File: src/rtl/bb_share_arb_if.sv
// Requester and output-FIFO handshake bundle for bb_share_arb.
// The slave side is the arbiter; the master side is the surrounding logic.
interface bb_share_arb_if #(
    parameter int NREQ  = 4,
    parameter int WIDTH = 8,
    parameter int IDW   = $clog2(NREQ)
);
    logic [NREQ-1:0]       req_valid;
    logic [NREQ-1:0]       req_ready;
    logic [NREQ*WIDTH-1:0] req_data;
    logic                  out_valid;
    logic                  out_ready;
    logic [IDW-1:0]        out_id;
    logic [WIDTH-1:0]      out_data;

    modport master (
        output req_valid, req_data, out_ready,
        input  req_ready, out_valid, out_id, out_data
    );

    modport slave (
        input  req_valid, req_data, out_ready,
        output req_ready, out_valid, out_id, out_data
    );
endinterface

File: src/rtl/bb_share_arb.sv
// Round-robin issue controller sharing one LAT-cycle datapath among NREQ requesters.
// Optional macro BB_SHARE_ARB_STATS_EN adds a saturating stall_cnt output.
module bb_share_arb #(
    parameter int NREQ    = 4,
    parameter int WIDTH   = 8,
    parameter int LAT     = 4,
    parameter int CREDITS = 8,
    parameter int IDW     = $clog2(NREQ)
) (
    input  logic             clock,
    input  logic             reset,
    bb_share_arb_if.slave    bus,
    output logic             pipe_valid_o,
    output logic [WIDTH-1:0] pipe_data_o,
    input  logic [WIDTH-1:0] pipe_data_i
`ifdef BB_SHARE_ARB_STATS_EN
    ,
    output logic [15:0]      stall_cnt
`endif
);
    localparam int OCCW = $clog2(CREDITS + 1);
    localparam int PTRW = $clog2(CREDITS);
    localparam int EW   = IDW + WIDTH;

    logic [IDW-1:0]   last_q, last_d;
    logic [OCCW-1:0]  occ_q, occ_d;
    logic             pipe_valid_q, pipe_valid_d;
    logic [WIDTH-1:0] pipe_data_q, pipe_data_d;
    logic [IDW-1:0]   launch_id_q, launch_id_d;
    logic [LAT-1:0]   sv_q, sv_d;
    logic [IDW-1:0]   sid_q [LAT];
    logic [IDW-1:0]   sid_d [LAT];
    logic [PTRW-1:0]  wr_q, wr_d, rd_q, rd_d;
    logic [OCCW-1:0]  cnt_q, cnt_d;
    logic [EW-1:0]    mem_q [CREDITS];

    logic             grant_vld;
    logic [IDW-1:0]   grant_idx;
    logic [IDW-1:0]   cand_idx;
    int               cand;
    logic             credit_ok;
    logic             issue;
    logic             pop;
    logic             push;
    logic [EW-1:0]    head;

    function automatic logic [PTRW-1:0] ptr_inc(input logic [PTRW-1:0] p);
        return (p == PTRW'(CREDITS - 1)) ? '0 : p + 1'b1;
    endfunction

    // First valid requester searching upward from last+1, wrapping.
    always_comb begin
        grant_vld = 1'b0;
        grant_idx = '0;
        cand      = 0;
        cand_idx  = '0;
        for (int i = 1; i <= NREQ; i++) begin
            cand     = (int'(last_q) + i) % NREQ;
            cand_idx = IDW'(cand);
            if (!grant_vld && bus.req_valid[cand_idx]) begin
                grant_vld = 1'b1;
                grant_idx = cand_idx;
            end
        end
    end

    assign credit_ok     = (occ_q < OCCW'(CREDITS));
    assign issue         = grant_vld & credit_ok;
    assign bus.req_ready = issue ? (NREQ'(1) << grant_idx) : '0;
    assign pop           = bus.out_valid & bus.out_ready;
    assign push          = sv_q[LAT-1];

    // Pointer, credit and launch register next-state.
    always_comb begin
        last_d       = issue ? grant_idx : last_q;
        occ_d        = occ_q;
        if (issue && !pop) occ_d = occ_q + 1'b1;
        else if (!issue && pop) occ_d = occ_q - 1'b1;
        pipe_valid_d = issue;
        pipe_data_d  = pipe_data_q;
        launch_id_d  = launch_id_q;
        if (issue) begin
            pipe_data_d = bus.req_data[grant_idx*WIDTH +: WIDTH];
            launch_id_d = grant_idx;
        end
    end

    // Valid/ID shift line that mirrors the external datapath delay.
    always_comb begin
        sv_d     = '0;
        sv_d[0]  = pipe_valid_q;
        sid_d[0] = launch_id_q;
        for (int k = 1; k < LAT; k++) begin
            sv_d[k]  = sv_q[k-1];
            sid_d[k] = sid_q[k-1];
        end
    end

    // Output FIFO pointers and fill level.
    always_comb begin
        wr_d  = push ? ptr_inc(wr_q) : wr_q;
        rd_d  = pop ? ptr_inc(rd_q) : rd_q;
        cnt_d = cnt_q;
        if (push && !pop) cnt_d = cnt_q + 1'b1;
        else if (!push && pop) cnt_d = cnt_q - 1'b1;
    end

    // State registers; reset drops all in-flight and queued words.
    always_ff @(posedge clock or posedge reset) begin
        if (reset) begin
            last_q       <= IDW'(NREQ - 1);
            occ_q        <= '0;
            pipe_valid_q <= 1'b0;
            pipe_data_q  <= '0;
            launch_id_q  <= '0;
            sv_q         <= '0;
            for (int k = 0; k < LAT; k++) sid_q[k] <= '0;
            wr_q         <= '0;
            rd_q         <= '0;
            cnt_q        <= '0;
        end else begin
            last_q       <= last_d;
            occ_q        <= occ_d;
            pipe_valid_q <= pipe_valid_d;
            pipe_data_q  <= pipe_data_d;
            launch_id_q  <= launch_id_d;
            sv_q         <= sv_d;
            for (int k = 0; k < LAT; k++) sid_q[k] <= sid_d[k];
            wr_q         <= wr_d;
            rd_q         <= rd_d;
            cnt_q        <= cnt_d;
        end
    end

    // FIFO storage; credits guarantee a free slot on every push.
    always_ff @(posedge clock) begin
        if (push) mem_q[wr_q] <= {sid_q[LAT-1], pipe_data_i};
    end

    assign head          = mem_q[rd_q];
    assign bus.out_valid = (cnt_q != '0);
    assign bus.out_id    = bus.out_valid ? head[EW-1:WIDTH] : '0;
    assign bus.out_data  = bus.out_valid ? head[WIDTH-1:0] : '0;
    assign pipe_valid_o  = pipe_valid_q;
    assign pipe_data_o   = pipe_data_q;

`ifdef BB_SHARE_ARB_STATS_EN
    logic [15:0] stall_q, stall_d;

    // Saturating count of cycles with demand but no credit.
    always_comb begin
        stall_d = stall_q;
        if ((|bus.req_valid) && !credit_ok && (stall_q != 16'hFFFF))
            stall_d = stall_q + 16'd1;
    end

    // Stall counter register.
    always_ff @(posedge clock or posedge reset) begin
        if (reset) stall_q <= '0;
        else       stall_q <= stall_d;
    end

    assign stall_cnt = stall_q;
`endif
endmodule
File: src/flat_wrapper.sv
// flat-port wrapper written by rule: the top's interface ports become plain ports
module bb_share_arb_flat 
#(
    parameter int NREQ    = 4,
    parameter int WIDTH   = 8,
    parameter int LAT     = 4,
    parameter int CREDITS = 8,
    parameter int IDW     = $clog2(NREQ)
)
  (clock, reset, pipe_valid_o, pipe_data_o, pipe_data_i, bus_req_valid, bus_req_data, bus_out_ready, bus_req_ready, bus_out_valid, bus_out_id, bus_out_data);
  bb_share_arb_if #(.NREQ(NREQ), .WIDTH(WIDTH), .IDW(IDW)) bus_i ();
  input  logic clock;
  input  logic reset;
  output logic pipe_valid_o;
  output logic [WIDTH-1:0] pipe_data_o;
  input  logic [WIDTH-1:0] pipe_data_i;
  input wire logic [$bits(bus_i.req_valid)-1:0] bus_req_valid;
  input wire logic [$bits(bus_i.req_data)-1:0] bus_req_data;
  input wire logic [$bits(bus_i.out_ready)-1:0] bus_out_ready;
  output wire logic [$bits(bus_i.req_ready)-1:0] bus_req_ready;
  output wire logic [$bits(bus_i.out_valid)-1:0] bus_out_valid;
  output wire logic [$bits(bus_i.out_id)-1:0] bus_out_id;
  output wire logic [$bits(bus_i.out_data)-1:0] bus_out_data;
  assign bus_i.req_valid = bus_req_valid;
  assign bus_i.req_data = bus_req_data;
  assign bus_i.out_ready = bus_out_ready;
  assign bus_req_ready = bus_i.req_ready;
  assign bus_out_valid = bus_i.out_valid;
  assign bus_out_id = bus_i.out_id;
  assign bus_out_data = bus_i.out_data;
  bb_share_arb #(.NREQ(NREQ), .WIDTH(WIDTH), .LAT(LAT), .CREDITS(CREDITS), .IDW(IDW)) u_core (.clock(clock), .reset(reset), .bus(bus_i), .pipe_valid_o(pipe_valid_o), .pipe_data_o(pipe_data_o), .pipe_data_i(pipe_data_i));
endmodule
File: config.mk
export PLATFORM = sky130hd
export DESIGN_NAME = bb_share_arb_flat
export DESIGN_NICKNAME = d
export VERILOG_FILES = /design/src/rtl/bb_share_arb_if.sv /design/src/rtl/bb_share_arb.sv /design/src/flat_wrapper.sv
export SDC_FILE = /design/constraint.sdc
export NUM_CORES = 1
export LEC_CHECK = 0
export CAP_MARGIN = 20
export CORE_MARGIN = 5
export CORE_UTILIZATION = 35
export CTS_BUF_LIST = sky130_fd_sc_hd__clkbuf_8
export CTS_CLUSTER_DIAMETER = 60
export CTS_CLUSTER_SIZE = 25
export DETAILED_ROUTE_END_ITERATION = 6
export SLEW_MARGIN = 20
export SYNTH_ARGS = -nofsm -noshare
export SYNTH_HDL_FRONTEND = slang
export SYNTH_SLANG_ARGS = --single-unit
export TNS_END_PERCENT = 5
File: constraint.sdc
create_clock -name clock -period 5 [get_ports clock]
set_input_delay 0.75 -clock clock [delete_from_list [all_inputs] [get_ports clock]]
set_output_delay 0.75 -clock clock [all_outputs]
set_load 0.02 [all_outputs]
## Word level (Yosys, flattened, before mapping)

Memories as Yosys holds them, arrays and structs flattened.
Cells that the tools add are included.

| cells by class | value |
|---|---|
| shift-type cells | 2 |
| bitwise operators | 2 |
| equality and inequality tests | 2 |
| $lt $le $gt $ge | 5 |
| reductions and logical operators | 16 |
| add/subtract/negate cells | 10 |
| muxes and demuxes | 27 |

Operator list:

| kind | count |
|---|---|
| indexed part select 32 x 6 -> 8 bit | 1 |
| two-way mux 4 bit | 5 |
| less-than comparator 2 x 3 -> 1 bit, second input constant | 4 |
| two-way mux 1 bit | 10 |
| two-way mux 2 bit | 5 |
| adder 4 x 1 -> 4 bit, second input constant | 2 |
| binary-select mux 1 bit (select 2 bit) | 4 |
| two-way mux 8 bit | 1 |
| subtractor 4 x 1 -> 4 bit, second input constant | 2 |
| logical AND 1 bit | 7 |
| adder 3 x 1 -> 3 bit, second input constant | 2 |
| == test 3 bit, second input constant | 2 |
| logical NOT 1 bit | 6 |
| two-way mux 3 bit | 2 |
| adder 2 x 1 -> 2 bit, second input constant | 2 |
| adder 2 bit, second input constant | 2 |
| less-than comparator 4 bit, second input constant | 1 |
| nonzero test 2 bit | 2 |
| nonzero test 4 bit | 1 |
| << shifter 1 x 2 -> 4 bit, first input constant | 1 |
| AND 1 bit | 2 |

| storage, ports and cells | value |
|---|---|
| input bits | 47 |
| word-level logic and storage cells | 78 |
| output and inout bits | 24 |
| register bits after elaboration | 39 |
| memories kept | 1 |
| RAM bits | 80 |

Memories:

| name | words | width | read ports | clocked after Yosys merged registers in | wr ports | line | source |
|---|---|---|---|---|---|---|---|
| u_core.mem_q | 8 | 10 | 1 | 0 | 1 | bb_share_arb.sv:35 | `logic [EW-1:0] mem_q [CREDITS];` |

## Longest topological paths before layout

Gate-level depths: netlist (run 1).

| depth | value |
|---|---|
| depth in word-level cells | 18 |
| depth in mapped cells | 11 |
| depth with buffers taken out | 11 |

## Worst setup path before layout (run 1)

Ideal clock, no wire load.

| timing | value |
|---|---|
| kind | input to output |
| from | in bus_req_valid[1] |
| to | out bus_req_ready[1] |
| stages | 6 |
| path slack | 2.117 ns |
| data arrival time | 2.133 ns |
| path through | nor2b_1 o21bai_1 and2_1 buf_6 buf_12 nor3_1 |

| on the way | value |
|---|---|
| cells in the longest elaborated chain, start to end | 14 |
| elaborated cells on any way between the ends | 25 |
| classes of those cells | 1 x shift; 17 x mux; 1 x bitwise; 6 x reduce/logical |

Ends and longest elaborated chain:

| element | line | source |
|---|---|---|
| from (decl) | flat_wrapper.sv:17 | `input wire logic [$bits(bus_i.req_valid)-1:0] bus_req_valid;` |
| binary-select mux 1 bit (select 2 bit) | bb_share_arb.sv:60 | `if (!grant_vld && bus.req_valid[cand_idx]) begin` |
| two-way mux 1 bit (not written as such) | bb_share_arb.sv:60 |  |
| two-way mux 1 bit | bb_share_arb.sv:60 |  |
| logical NOT 1 bit | bb_share_arb.sv:60 |  |
| logical AND 1 bit | bb_share_arb.sv:60 |  |
| two-way mux 1 bit | bb_share_arb.sv:60 |  |
| logical NOT 1 bit | bb_share_arb.sv:60 |  |
| logical AND 1 bit | bb_share_arb.sv:60 |  |
| two-way mux 1 bit | bb_share_arb.sv:60 |  |
| logical NOT 1 bit | bb_share_arb.sv:60 |  |
| logical AND 1 bit | bb_share_arb.sv:60 |  |
| two-way mux 2 bit / two-way mux 1 bit (equally long branches) | bb_share_arb.sv:60 |  |
| << shifter 1 x 2 -> 4 bit / AND 1 bit (equally long branches) | bb_share_arb.sv:69, bb_share_arb.sv:68 |  |
| two-way mux 4 bit * | bb_share_arb.sv:69 | `assign bus.req_ready = issue ? (NREQ'(1) << grant_idx) : '0;` |
| to (decl) | flat_wrapper.sv:20 | `output wire logic [$bits(bus_i.req_ready)-1:0] bus_req_ready;` |

Mark *: on every way between the ends. The rest lies on a longest branch, timed or not. The select of a mux whose other input is x is not followed.

## Worst setup path after layout (run 1)

| timing | value |
|---|---|
| from | in bus_req_valid[3] |
| to | out bus_req_ready[2] |

Same word-level chain as after synthesis.

==> reports/metrics.yaml, run 1 <==
layout:
  final_core_util: 0.4613
  finalInstanceArea_um2: 6452
  final_nets: 454
  final_common_cell: "edfxtp_1"
  drive_gt1_frac: 0.1814
  layout_common_cells: "80 x edfxtp_1, 70 x clkdlybuf4s50_1, 37 x dfrtp_1"
  n_antenna_cell: 0
  area_delta_synth_final_pct: 28.38
timing:
  finalHoldViolations: 0
  finalSetupTns_ns: 0
  fmax_ghz: 0.2698
  rsz0062_at_grt: "false"
  finalCriticalPeriod_ns: 3.706
  period_share: 0.7412
  finClkSkew_ns: 0.01198
  setup_violations: 0
  maxSlewViolCount: 0
  tightestPinTransition_ns: 1.065
  worst_slew_margin_rel: 0.2900
cts:
  cts_made_buffers: 17
  root_buffer: "clkbuf_8"
  cts.repair.resized: 0
  clock_latency_ns: 0.41
  hold_buffers: 0
  cts_tree: "yes"
  clk_path_buf_depth: 2
  clk_pin_slew_ns: 0.07
  clock-sinks: 119
  htreeDepth: 4
  cts_setup_buffers: 0
placement:
  gp_congestion: 0.7690
  dp_hpwl_um: 6503
  placed_cell_area_um2: 5954
  port_buffers: 70
outcome:
  status: "completed"
critical_path:
  cp-start-kind: "input pin"
  worstReg2RegEnd: "u_core.occ_q[3]"
  cp.required_ns: 4.25
  rrSetupSlack_ns: 2.28
  reg2regPathDepth: 12
  crit_fanout: 9
  criticalPathCategory: "in -> out"
  r2r_start: "u_core.cnt_q[0]"
  startpoint: "bus_req_valid[3]"
  cp-end-kind: "primary output"
  worstPathArrival_ns: 2.96
power:
  leakagePower_nw: 2.390
  seq_power_share: 0.381
  p_int_mw: 2.828
  switching_share: 0.3243
  ir_worst_vdd_mv: 0.2659
  power_frac_clock: 0.254
  p_comb_frac: 0.365
  p_switching_mw: 1.357
  powerDensity_nw_per_um2: 648.7
grt:
  grt_antenna_before_repair: 0
  grt_pass1_wl_um: 16130
  gr-total-overflow: 0
  grt_pass1_vias: 3071
  grt_max_degree: 40
  grt_use_total: 0.1255
worst_hold_path:
  worst_hold_path.endpoint: "u_core.sv_q[3]"
  min_path_cells: 0
  hold_class: "reg -> reg"
  min_from: "u_core.sv_q[2]"
detailed_routing:
  num_vias: 2882
  drt_iter0_drc: 153
  wl_um: 9915
  drt-pass1-iter-count: 5
  ant_nets: 0
  via_per_inst: 4.901
  drc_errors: 0
  wl_per_cell_um: 16.86
synth:
  synthArstFlopShare: 0.3277
  yosys_warnings: 0
  ys.flop_type: "edfxtp_1"
  synthDistinctLibCells: 42
  synth-edff-count: 80
  ys_seq_elements: 119
  synth_nets: 366
  syn_inst: 307
  seq_area_frac_synth: 0.6726
  synth.avg_cell_area_um2: 16.37
  netlist_area_um2: 5026
floorplan:
  die_area_um2: 16860
  die_x_um: 129.8
  pin_count: 71
  start_util: 0.3593
  std_cell_rows: 43
  die_h_um: 129.8
  core_area_um2: 13990
job:
  drv_cap: 0
registers in the layout, summed over array words and instances, names as in the netlist:
signal	count
u_core.rd_q	3
u_core.occ_q	4
u_core.pipe_data_o	8
u_core.pipe_valid_o	1
u_core.sid_q	2
u_core.wr_q	3
u_core.sid_d	6
u_core.launch_id_q	2
u_core.sv_q	4
u_core.cnt_q	4
u_core.last_q	2
u_core.mem_q	80
synth_stat cells, types with 3 or more instances:
master,n,area (um^2)
edfxtp_1,80,2402
dfrtp_1,37,925.9
nor2_1,31,116.4
mux4_2,20,450.4
mux2i_1,18,180.2
nand2_1,13,48.80
ha_1,10,125.1
inv_1,10,37.54
a211oi_1,9,67.56
a21boi_0,7,52.55
o21ai_0,7,35.03
xnor2_1,6,52.55
mux2_2,5,56.30
a21o_1,4,30.03
and2_1,4,25.02
nand2b_1,4,25.02
nor3_1,4,20.02
a211oi_2,3,37.54
a311oi_1,3,26.28
clkbuf_1,3,11.26
kinds of logic (layout without fill, tap and decap cells):
group / count (synthesis) / after routing / synth area share
buffers and inverters: 20 / 121 / 0.02091
AND/OR/NAND/NOR: 59 / 59 / 0.05054
multiplexers: 44 / 44 / 0.1397
AO/OA/AOI/OAI: 45 / 45 / 0.06946
flip-flops: 119 / 119 / 0.6726
adder cells (fa/ha/maj): 12 / 12 / 0.03286
XOR/XNOR: 8 / 8 / 0.01394
metal layers:
layer / vias to the layer above / share of wire / global-route usage
met4: 0 / 0.0062 / 0.03178
met2: 74 / 0.48 / 0.2050
met1: 1446 / 0.45 / 0.1620
met3: 8 / 0.057 / 0.04257
li1: 1354 / - / -
met5: - / 0 / 0
metrics by stage:
step	cells	power [mW]	hold slack, ns	worst slack, ns
after floorplan	307	2.602	0.3312	2.117
after global placement	556	3.131	0.3357	1.331
after detailed placement	556	3.166	0.3365	1.291
after CTS	588	4.242	0.3470	1.287
after global routing	588	4.456	0.3478	1.143
final	588	4.186	0.3461	1.294
critical path: stages:
cell,delay (ns)
clkdlybuf4s50_1,0.57
nand2_1,0.10
a311o_1,0.40
or2_2,0.40
nor2_1,0.12
clkdlybuf4s50_1,0.61
cell type report:
| type | instances | area, um^2 |
|---|---|---|
| Clock inverter | 15 | 256.5 |
| Clock buffer | 17 | 234.0 |
| Timing Repair Buffer | 78 | 760.7 |
| Sequential cell | 119 | 3381 |
| Fill cell | 1234 | 7536 |
| Multi-Input combinational cell | 168 | 1554 |
| Tap cell | 180 | 225.2 |
| Inverter | 11 | 41.29 |
power by group through the flow:
stage | sequential, mW | clock (mW) | combinational, mW
finish | 1.59 | 1.06 | 1.53
CTS | 1.60 | 1.09 | 1.56
floorplan | 1.56 | 0 | 1.04
global route | 1.63 | 1.14 | 1.69
detailed placement | 1.61 | 0 | 1.55
global placement | 1.61 | 0 | 1.52
how the worst max path moves through the flow:
| stage | end | cells after the start |
|---|---|---|
| after global placement | bus_req_ready[2] | 6 |
| final | bus_req_ready[2] | 6 |
| after floorplan | bus_req_ready[1] | 6 |
| after CTS | bus_req_ready[2] | 6 |
| after global routing | bus_req_ready[1] | 6 |
| after detailed placement | bus_req_ready[2] | 6 |
No activity file was read; power rests on OpenSTA's default activity.
==> inputs of run 2 (changes only) <==
==> constraint.sdc (replaced) <==
create_clock -name clock -period 3.2 [get_ports clock]
set_input_delay 0.48 -clock clock [delete_from_list [all_inputs] [get_ports clock]]
set_output_delay 0.48 -clock clock [all_outputs]
set_load 0.02 [all_outputs]
==> run 2 against run 1 <==
- combinational power grew 64%
- sequential cell count is the same
- die area is the same
- critical endpoint is now bus_req_ready[1]
- highest routed layer unchanged
==> reports/metrics.yaml, run 2 (synthesis results as in run 1) <==
grt:
  grt_pass1_wl_um: 16190
  gr-total-overflow: 0
  grt_pass1_vias: 3165
  grt_use_total: 0.1271
  grt_max_degree: 40
  grt_antenna_before_repair: 0
floorplan:
  std_cell_rows: 43
  die_h_um: 129.8
  die_area_um2: 16860
  die_x_um: 129.8
  core_area_um2: 13990
  start_util: 0.3593
  pin_count: 71
cts:
  cts_made_buffers: 17
  clock_latency_ns: 0.43
  clk_pin_slew_ns: 0.08
  clk_path_buf_depth: 2
  cts.repair.resized: 1
  root_buffer: "clkbuf_8"
  clock-sinks: 119
  cts_tree: "yes"
  hold_buffers: 0
  htreeDepth: 4
  cts_setup_buffers: 0
timing:
  setup_violations: 0
  period_share: 0.9575
  worst_slew_margin_rel: 0.4939
  worst_slack_ns: 0.1359
  finalSetupTns_ns: 0
  maxSlewViolCount: 0
  finClkSkew_ns: 0.01718
  fmax_ghz: 0.3264
  rsz0062_at_grt: "false"
  finalCriticalPeriod_ns: 3.064
  tightestPinTransition_ns: 0.7592
  finalHoldViolations: 0
layout:
  drive_gt1_frac: 0.2014
  fillers: 1251
  layout_common_cells: "80 x edfxtp_1, 68 x clkdlybuf4s50_1, 37 x dfrtp_1"
  final_common_cell: "edfxtp_1"
  largest_reg_flops: 80
  finalInstanceArea_um2: 6472
  area_delta_synth_final_pct: 28.78
  n_antenna_cell: 0
  final_nets: 463
  largest-register: "u_core.mem_q"
detailed_routing:
  wl_per_cell_um: 16.67
  drc_errors: 0
  drt-pass1-iter-count: 5
  wl_um: 9951
  num_vias: 2931
  ant_nets: 0
  via_per_inst: 4.910
  drt_iter0_drc: 117
critical_path:
  cp-start-kind: "flip-flop"
  worstPathArrival_ns: 2.58
  cp.required_ns: 2.72
  rrSetupSlack_ns: 0.68
  criticalPathCategory: "reg -> out"
  crit_fanout: 6
  cp-end-kind: "primary output"
power:
  leakagePower_nw: 2.430
  powerDensity_nw_per_um2: 980.4
  power.total_mw: 6.345
  ir_worst_vdd_mv: 0.4040
placement:
  port_buffers: 70
  dp_hpwl_um: 6746
  gp_congestion: 0.7942
  placed_cell_area_um2: 6035
  dp_slack_ns: 0.06797
outcome:
  status: "completed"
worst_hold_path:
  hold_class: "reg -> reg"
job:
  drv_cap: 0
-- run 2: changes by cell type in the layout (fill, tap and decap cells not counted), sizes merged --
cell and change:
clkinv +2, buf +9, bufinv -4, clkbuf +1
inv -2, dlymetal6s2s +2, clkinvlp +3, clkdlybuf4s50 -2
-- run 2: metrics by stage --
| stage | instances | hold slack (ns) | util |
|---|---|---|---|
| after global placement | 565 | 0.3358 | 0.4314 |
| final | 597 | 0.3527 | 0.4627 |
| after global routing | 597 | 0.3549 | 0.4627 |
| after detailed placement | 565 | 0.3347 | 0.4314 |
| after CTS | 597 | 0.3531 | 0.4623 |
| after floorplan | 307 | 0.3312 | - |
-- run 2: per-layer routing --
metal  share of wire  vias up  global-route usage
met3           0.063       12             0.04666
met5               0        -                   0
met2            0.50       99              0.2096
met4          0.0097        0             0.04401
li1                -     1378                   -
met1            0.43     1442              0.1546
-- run 2: path summary, 6_finish.rpt --
| kind | from | endpoint | cells after the start |
|---|---|---|---|
| worst max-delay path | u_core.last_q[1] | bus_req_ready[1] | 5 |
| min in group asynchronous | reset | u_core.wr_q[0] | 3 |
| worst min register to register | u_core.sv_q[0] | u_core.sv_q[1] | 0 |
| worst max register to register | u_core.cnt_q[0] | u_core.cnt_q[3] | 11 |
| worst min-delay path | u_core.sv_q[0] | u_core.sv_q[1] | 0 |
| max in group asynchronous | reset | u_core.last_q[0] | 3 |
-- run 2: area by class of cell --
cell class / count / area, um^2 / share of cell area
tap: 180 / 225.2 / 0.03480
multi-input combinational: 168 / 1554 / 0.2401
clock buffer: 18 / 247.7 / 0.03828
clock inverter: 14 / 177.7 / 0.02745
sequential: 119 / 3381 / 0.5223
inverter: 11 / 41.29 / 0.006379
timing repair buffer: 87 / 845.8 / 0.1307
-- run 2: power breakdown --
part	total (mW)	switching, mW	internal [mW]
logic	2.51	1.26	1.26
clock network	1.40	0.608	0.795
registers	2.43	0.286	2.14
-- run 2: worst max-delay path, cell delays in order (launching register included) --
cell             delay [ns]
dfstp_2                0.62
inv_1                  0.10
o32ai_2                0.41
a311oi_1               0.14
nor3_1                 0.23
clkdlybuf4s50_1        0.65
